## src/rtl/led_bar_sequencer_pkg.sv

```systemverilog
// led_pkg: shared state encoding and default sizing for the LED bar sequencer
package led_pkg;
    typedef enum logic [1:0] {
        ST_MANUAL     = 2'd0,
        ST_SWEEP_UP   = 2'd1,
        ST_SWEEP_DOWN = 2'd2,
        ST_PAUSE      = 2'd3
    } state_t;
    localparam int LED_W_DEF     = 9;
    localparam int MAX_LEVEL_DEF = 8;
endpackage

```

## src/rtl/led_bar_sequencer_tick_gen.sv

```systemverilog
// tick_gen: prescaler producing a one-cycle tick every TICK_DIV running cycles
module tick_gen #(
    parameter int TICK_DIV = 25_000_000
) (
    input  logic clk,
    input  logic reset,
    input  logic run,
    input  logic clear,
    output logic tick
);
    localparam int CW = $clog2(TICK_DIV);
    logic [CW-1:0] cnt;
    assign tick = run && cnt == CW'(TICK_DIV - 1);
    always_ff @(posedge clk or posedge reset)
        if (reset)
            cnt <= '0;
        else if (clear || tick)
            cnt <= '0;
        else if (run)
            cnt <= cnt + CW'(1);
endmodule

```

## src/rtl/led_bar_sequencer.sv

```systemverilog
// led_bar_sequencer: manual / ping-pong sweep controller driving a thermometer LED bar
module led_bar_sequencer
    import led_pkg::*;
#(
    parameter int LED_W     = LED_W_DEF,
    parameter int MAX_LEVEL = MAX_LEVEL_DEF,
    parameter int TICK_DIV  = 25_000_000,
    parameter int LVL_W     = $clog2(MAX_LEVEL + 1)
) (
    input  logic             clk,
    input  logic             reset,
    input  logic             inc_pulse,
    input  logic             dec_pulse,
    input  logic             mode_pulse,
    output logic [LVL_W-1:0] level,
    output logic [1:0]       state,
    output logic [LED_W-1:0] LEDS
);
    localparam logic [LVL_W-1:0] LMAX = LVL_W'(MAX_LEVEL);
    localparam logic [LVL_W-1:0] ONE  = LVL_W'(1);
    state_t           st;
    logic             tick, run, clear, inc_only, dec_only;
    logic [LED_W-1:0] therm;
    assign inc_only = inc_pulse && !dec_pulse;
    assign dec_only = dec_pulse && !inc_pulse;
    assign run      = (st == ST_SWEEP_UP || st == ST_SWEEP_DOWN) && !mode_pulse;
    // Every entry into a sweep restarts the prescaler so the first step is a full period away
    assign clear    = (st == ST_MANUAL && mode_pulse) || (st == ST_PAUSE && !mode_pulse && (inc_only || dec_only));
    assign state    = st;
    tick_gen #(.TICK_DIV(TICK_DIV)) u_tick (
        .clk   (clk),
        .reset (reset),
        .run   (run),
        .clear (clear),
        .tick  (tick)
    );
    always_comb begin
        therm = '0;
        for (int i = 0; i < LED_W; i++) therm[i] = i < int'(level);
    end
    always_ff @(posedge clk or posedge reset) begin
        if (reset) begin
            st    <= ST_MANUAL;
            level <= '0;
            LEDS  <= '0;
        end else begin
            LEDS <= therm;
            case (st)
                ST_MANUAL:
                    if (mode_pulse) st <= ST_SWEEP_UP;
                    else if (inc_only) level <= (level == LMAX) ? '0 : level + ONE;
                    else if (dec_only) level <= (level == '0) ? LMAX : level - ONE;
                ST_SWEEP_UP:
                    if (mode_pulse) st <= ST_PAUSE;
                    else if (tick && level == LMAX) begin
                        st    <= ST_SWEEP_DOWN;
                        level <= LMAX - ONE;
                    end else if (tick) level <= level + ONE;
                ST_SWEEP_DOWN:
                    if (mode_pulse) st <= ST_PAUSE;
                    else if (tick && level == '0) begin
                        st    <= ST_SWEEP_UP;
                        level <= ONE;
                    end else if (tick) level <= level - ONE;
                default:
                    if (mode_pulse) st <= ST_MANUAL;
                    else if (inc_only) st <= ST_SWEEP_UP;
                    else if (dec_only) st <= ST_SWEEP_DOWN;
            endcase
        end
    end
endmodule

```

## config.mk

```make
export PLATFORM = sky130hd
export DESIGN_NAME = led_bar_sequencer
export DESIGN_NICKNAME = d
export VERILOG_FILES = /design/src/rtl/led_bar_sequencer_pkg.sv /design/src/rtl/led_bar_sequencer_tick_gen.sv /design/src/rtl/led_bar_sequencer.sv
export SDC_FILE = /design/constraint.sdc
export NUM_CORES = 1
export LEC_CHECK = 0
export ABC_CLOCK_PERIOD_IN_PS = 4800
export CAP_MARGIN = 10
export CORE_MARGIN = 2
export CORE_UTILIZATION = 61
export DETAILED_ROUTE_END_ITERATION = 16
export DONT_BUFFER_PORTS = 1
export PLACE_DENSITY = 0.8
export REMOVE_ABC_BUFFERS = 1
export SETUP_SLACK_MARGIN = 0.2
export SLEW_MARGIN = 40
export SYNTH_ARGS = -nofsm -noshare
export SYNTH_HDL_FRONTEND = slang
export SYNTH_HIERARCHICAL = 1
export SYNTH_SLANG_ARGS = --single-unit
export TNS_END_PERCENT = 50
```

## constraint.sdc

```tcl
create_clock -name clk -period 4.8 [get_ports clk]
set_input_delay 0 -clock clk [delete_from_list [all_inputs] [get_ports clk]]
set_output_delay 0 -clock clk [all_outputs]
set_load 0.005 [all_outputs]
```

==> Yosys cells after proc, flatten, opt, wreduce, memory -nomap -nowiden <==
Cells that the tools add are included.
{ "totals": {"register_bits": 40, "in_bits": 5, "out_inout_bits": 15, "wordCells": 76} }
{ "op_classes": {"addsub": 3, "magnitude_cmp": 9, "n_eq_ne": 14, "mux": 23, "reduce_logical": 23} }
{ "ops": {"columns": ["operator", "count"], "rows": [
  ["$mux W25", 2],
  ["$mux W4", 11],
  ["$add A25 B1 Y25 const B", 1],
  ["$eq A25 B25 Y1 const B", 1],
  ["$lt A3 B4 Y1 const A", 4],
  ["$mux W2", 8],
  ["$ne A3 B2 Y1 const B", 4],
  ["$pmux W4 S3", 1],
  ["$logic_and A1 B1 Y1", 9],
  ["$lt A1 B4 Y1 const A", 2],
  ["$lt A2 B4 Y1 const A", 2],
  ["$ne A2 B2 Y1 const B", 4],
  ["$reduce_and A7 Y1", 1],
  ["$pmux W2 S3", 1],
  ["$reduce_bool A5 Y1", 1],
  ["$add A4 B1 Y4 const B", 1],
  ["$eq A2 B2 Y1 const B", 2],
  ["$eq A4 B4 Y1 const B", 1],
  ["$logic_not A4 Y1", 1],
  ["$logic_or A1 B1 Y1", 4],
  ["$lt A4 B4 Y1 const A", 1],
  ["$reduce_and A4 Y1", 1],
  ["$sub A4 B1 Y4 const B", 1],
  ["$logic_not A1 Y1", 3],
  ["other kinds (5)", 5]
]} }

==> Logic depth before layout (Yosys ltp) <==
{ "depth": {"ltp_word": 8, "mapped_depth": 12, "mapped_depth_nobuf": 10} }

==> Modules after synthesis <==
Netlist, hierarchy kept.
{ "by_module_without_submodules": {"columns": ["module", "n_inst", "cells_each", "area_each_um2", "seq_area_each_um2"], "rows": [
  ["tick_gen", 1, 138, 1378.8, 625.6],
  ["led_bar_sequencer", 1, 145, 1208.7, 375.4]
]} }

==> Worst setup path before layout <==
No wires, ideal clock.
{ "synth_path": {"kind": "reg-to-reg", "startpoint": "register st[0] (netlist: state[0])", "endpoint": "register st[1] (netlist: state[1])", "setup_ns": 0.129, "arrival_ns": 2.725, "required_time_ns": 4.671, "slack_ns": 1.946, "path_stages_with_launch": 13, "n_path_buf": 2, "synth_period_minus_slack_ns": 2.854, "cell_sequence": "dfrtp_1 -> inv_1 -> ha_1 -> buf_2 -> nor2b_1 -> buf_2 -> nand2_1 -> nor4_1 -> nand3_1 -> o21ai_1 -> a31oi_2 -> nor3_2 -> a21oi_1"} }
{ "synth_via": {"elab_chain_cells": 7, "elab_cells_between_ends": 14} }
{ "synth_lines": {"columns": ["element", "line_no", "rtl"], "rows": [
  ["start, declared", "led_bar_sequencer.sv:21", "state_t st;"],
  ["start signal, assigned", "led_bar_sequencer.sv:43", "st <= ST_MANUAL;"],
  ["start signal, assigned", "led_bar_sequencer.sv:50", "if (mode_pulse) st <= ST_SWEEP_UP;"],
  ["start signal, assigned", "led_bar_sequencer.sv:54", "if (mode_pulse) st <= ST_PAUSE;"],
  ["$eq A2 B1 Y1 / $eq A2 B2 Y1 (equally long branches)", "led_bar_sequencer.sv:26", "assign run = (st == ST_SWEEP_UP || st == ST_SWEEP_DOWN) && !mode_pulse;"],
  ["$logic_or A1 B1 Y1 (*)", "led_bar_sequencer.sv:26", null],
  ["$logic_and A1 B1 Y1 (*)", "led_bar_sequencer.sv:26", null],
  ["via run", "led_bar_sequencer.sv:22", "logic tick, run, clear, inc_only, dec_only;"],
  ["$logic_and A1 B1 Y1 (*)", "led_bar_sequencer_tick_gen.sv:13", "assign tick = run && cnt == CW'(TICK_DIV - 1);"],
  ["via tick", "led_bar_sequencer.sv:22", null],
  ["$logic_and A1 B1 Y1, on equally long branches", "led_bar_sequencer.sv:61, led_bar_sequencer.sv:55", null],
  ["$ne A3 B2 Y1 (no line)", null, null],
  ["$reduce_and A4 Y1 (no line) (*)", null, null]
]} }
Mark *: on every way through the listed nets, which the timed path passes. The rest lies on a longest branch.
A chain may end at the register's enable or synchronous reset.

==> Final worst setup path <==
Same ends and word-level chain as after synthesis.

==> summary.txt <==
Run status
  • Status: finished clean

STA
  • Max transition margin: 46.8%
  • Slew @ Worst Pin: 0.795 ns
  • Setup TNS: 0 ns
  • Post-route clock period utilization: 73.0%
  • Fin crit period: 3.50 ns
  • Max-slew violations: 0
  • Final setup viols: 0
  • RSZ-0062 raised after global routing: no
  • Final hold vios: 0
  • Highest Clock Rate: 285 MHz
  • Clk_skew: 0.00894 ns

Setup path
  • CP Capture Type: flop
  • Crit-path max FO: 13
  • Critical path arrival: 3.67 ns
  • Crit path kind: reg2reg
  • CP Data Required Time: 4.97 ns
  • Setup crit start kind: flop

CTS
  • Clk_lat worst skew: 0.29 ns
  • TritonCTS buffer count: 5
  • Cts-stage hold buffer count: 2
  • # resized after CTS: 0
  • CTS root buffer: clkbuf_8
  • CTS tree: yes
  • Post-CTS setup repair buffer count: 0
  • Clock slew at reported path FFs: 0.07 ns
  • Sink Count: 40
  • Longest Clk Path Bufs: 2
  • H-tree depth: 2

Drt
  • Routed vias: 2,107
  • Initial DRC count: 234
  • Count of TritonRoute iterations in the first routing pass: 5
  • Final wirelength: 5440 um
  • Antenna-violating nets left: 0
  • DRC viols: 0
  • Vias/cell: 6.46
  • Routed length per instance: 16.7 um

Synth
  • Largest area contributor in the netlist: dfrtp_1
  • Number of synthesized register bits: 40
  • Post-Synth Simple-Gate Area: 25.6%
  • Syn_area_per_cell: 9.14 um2
  • Largest family of logic cells by synthesized area: simple AND/OR/NAND/NOR gates
  • Synthesized area: 2590 um2
  • Sequential-to-total area share from yosys stat: 38.7%
  • Adder-cell share of the synthesized area: 5.80%
  • Post-synth EDFFs: 0
  • Top-area cell type share of the netlist area: 38.7%
  • Post-Syn Instances: 283
  • Post-synth cell types: 50
  • Post-synthesis mux area share: 1.16%
  • Syn. warnings: 6
  • XOR/XNOR Fraction of Synth Area: 4.74%
  • Top FF cell, synth: dfrtp_1
  • Synth top area cells: dfrtp_1, ha_1, a21oi_1, nor2_1, xor2_1
  • Complex-gate fraction of the synthesized area: 16.7%
  • Asr flop ratio synth: 100%

Floorplan
  • Core area: 4030 um2
  • Row Count: 23
  • Die W: 69.1 um
  • Chip height: 69.1 um
  • Full die area: 4780 um2
  • IO Pins: 20
  • Initial Util: 64.2%

Power and ir drop
  • Lkg Pwr: 1.10 nW
  • Worst VDD drop: 0.360 mV
  • Tot Pwr: 1.44 mW
  • Pwr Density: 540 nW/um2

Global route
  • Largest net degree at the start of global routing: 26
  • Gr ovfl total: 0
  • Tot GR Track Use: 23.6%
  • First-pass GRT wire length: 9320 um
  • Vias in the first global route: 1,944
  • Initial antenna violation count: 0

Placed design
  • DP Wirelength: 3660 um
  • Placed inst area: 2530 um2
  • DP Cell Count: 316
  • Gpl congestion: 0.854
  • IO buf count: 0

Layout
  • P&R area growth vs syn: 3.05%
  • # nets final: 292
  • Fill cell count: 325
  • Final Non-Filler Cells: 326
  • Final Instance Area: 2670 um2
  • Diodes inserted: 0
  • Fraction of layout cells with a size suffix above 1: 9.42%

Min path
  • Hold crit path type: in2reg

Job
  • MaxCap Viol Count: 0
==> synthesized netlist by cell type (3+ instances only) <==
| cell type | number |
|---|---|
| dfrtp_1 | 40 |
| nor2_1 | 25 |
| nand2_1 | 23 |
| a21oi_1 | 22 |
| inv_1 | 16 |
| nand4_1 | 13 |
| ha_1 | 12 |
| o21ai_0 | 12 |
| o31ai_1 | 11 |
| xor2_1 | 10 |
| or4_1 | 8 |
| buf_2 | 7 |
| nand3_1 | 7 |
| buf_6 | 5 |
| and4_1 | 4 |
| o21ai_1 | 4 |
| or4_4 | 4 |
| xnor2_1 | 4 |
| and2_1 | 3 |
| buf_4 | 3 |
| clkbuf_1 | 3 |
| mux2i_1 | 3 |
| nand2b_1 | 3 |
| nor2b_1 | 3 |
| nor4_1 | 3 |
==> state kept, by name (all words and copies together) (netlist names) <==
name,cells
LEDS,9
u_tick/cnt,25
state,2
level,4
==> stage by stage <==
step	util [%]	hold WS [ns]	worst slack, ns
global route	66.2	0.0756	0.977
detailed placement	62.9	-0.0444	1.26
finish	66.2	0.0444	1.30
global placement	62.9	-0.0203	1.45
CTS	66.0	0.0416	1.17
floorplan	-	-0.0985	1.80
==> worst paths after layout <==
kind / start / end / slack [ns] / cells past startpoint
hold / removal: mode_pulse / state[0] / 0.04 / 4
hold reg to reg: u_tick/cnt[1] / u_tick/cnt[1] / 0.55 / 2
setup reg to reg: state[0] / state[1] / 1.30 / 10
setup / recovery: state[0] / state[1] / 1.30 / 10
min in group asynchronous: reset / u_tick/cnt[2] / 0.24 / 2
max in group asynchronous: reset / LEDS[3] / 4.10 / 2
==> cells by family after synthesis <==
kind of cell,count (synthesis)
buffers and inverters,35
multiplexers,3
flip-flops,40
XOR/XNOR,14
AND/OR/NAND/NOR,114
AO/OA/AOI/OAI,65
adder cells (fa/ha/maj),12
==> worst max-delay path, cell delays in order, from the launching register on <==
cell and delay (ns):
dfrtp_1 0.44, inv_1 0.12, ha_1 0.55, nor2b_1 0.53, nand2_1 0.30, nor4_2 0.59
nand3_1 0.17, o21ai_1 0.25, a31oi_2 0.18, nor3_2 0.20, a21oi_1 0.05
==> metal layers <==
metal | up-vias | part of all wire, % | global-route usage [%]
met1 | 1008 | 45 | 35.3
li1 | 998 | - | -
met3 | 9 | 6.7 | 5.12
met5 | - | 0 | 0
met4 | 0 | 1.3 | 7.63
met2 | 92 | 47 | 34.0
==> cell usage in the layout (no fill, tap or decap), types with 2 or more instances in the layout <==
cell type      synthesis  final
dfrtp_1               40     40
nor2_1                25     25
nand2_1               23     23
a21oi_1               22     22
inv_1                 16     15
nand4_1               13     13
o21ai_0               12     12
ha_1                  12     12
o31ai_1               11     11
xor2_1                10     10
or4_1                  8      8
nand3_1                7      7
clkbuf_8               0      5
xnor2_1                4      4
o21ai_1                4      4
and4_1                 4      4
or4_4                  4      4
nand2b_1               3      3
mux2i_1                3      3
nor2b_1                3      3
and2_1                 3      3
nand3_2                2      2
nor3_1                 2      2
inv_2                  1      2
a22o_1                 2      2
nor3b_1                2      2
and3_1                 2      2
a32oi_1                2      2
nor3_2                 2      2
nor4_1                 3      2
a31oi_1                2      2
dlygate4sd3_1          0      2
a21oi_2                2      2
or3_1                  2      2
==> cell type report <==
cell class                      instances  area (um2)  area share [%]
Clock buffer                            6        72.6            2.72
Clock inverter                          2        35.0            1.31
Inverter                               17        63.8            2.39
Multi-Input combinational cell        208        1400            52.7
Sequential cell                        40        1000            37.5
Tap cell                               50        62.6            2.35
Timing Repair Buffer                    3        27.5            1.03
==> where the power goes <==
group | internal (mW) | switching [mW] | total (mW)
clock | 0.154 | 0.116 | 0.270
sequential | 0.410 | 0.130 | 0.540
combinational | 0.251 | 0.378 | 0.629
total | 0.815 | 0.624 | 1.44
No activity file was read; power rests on OpenSTA's default activity.
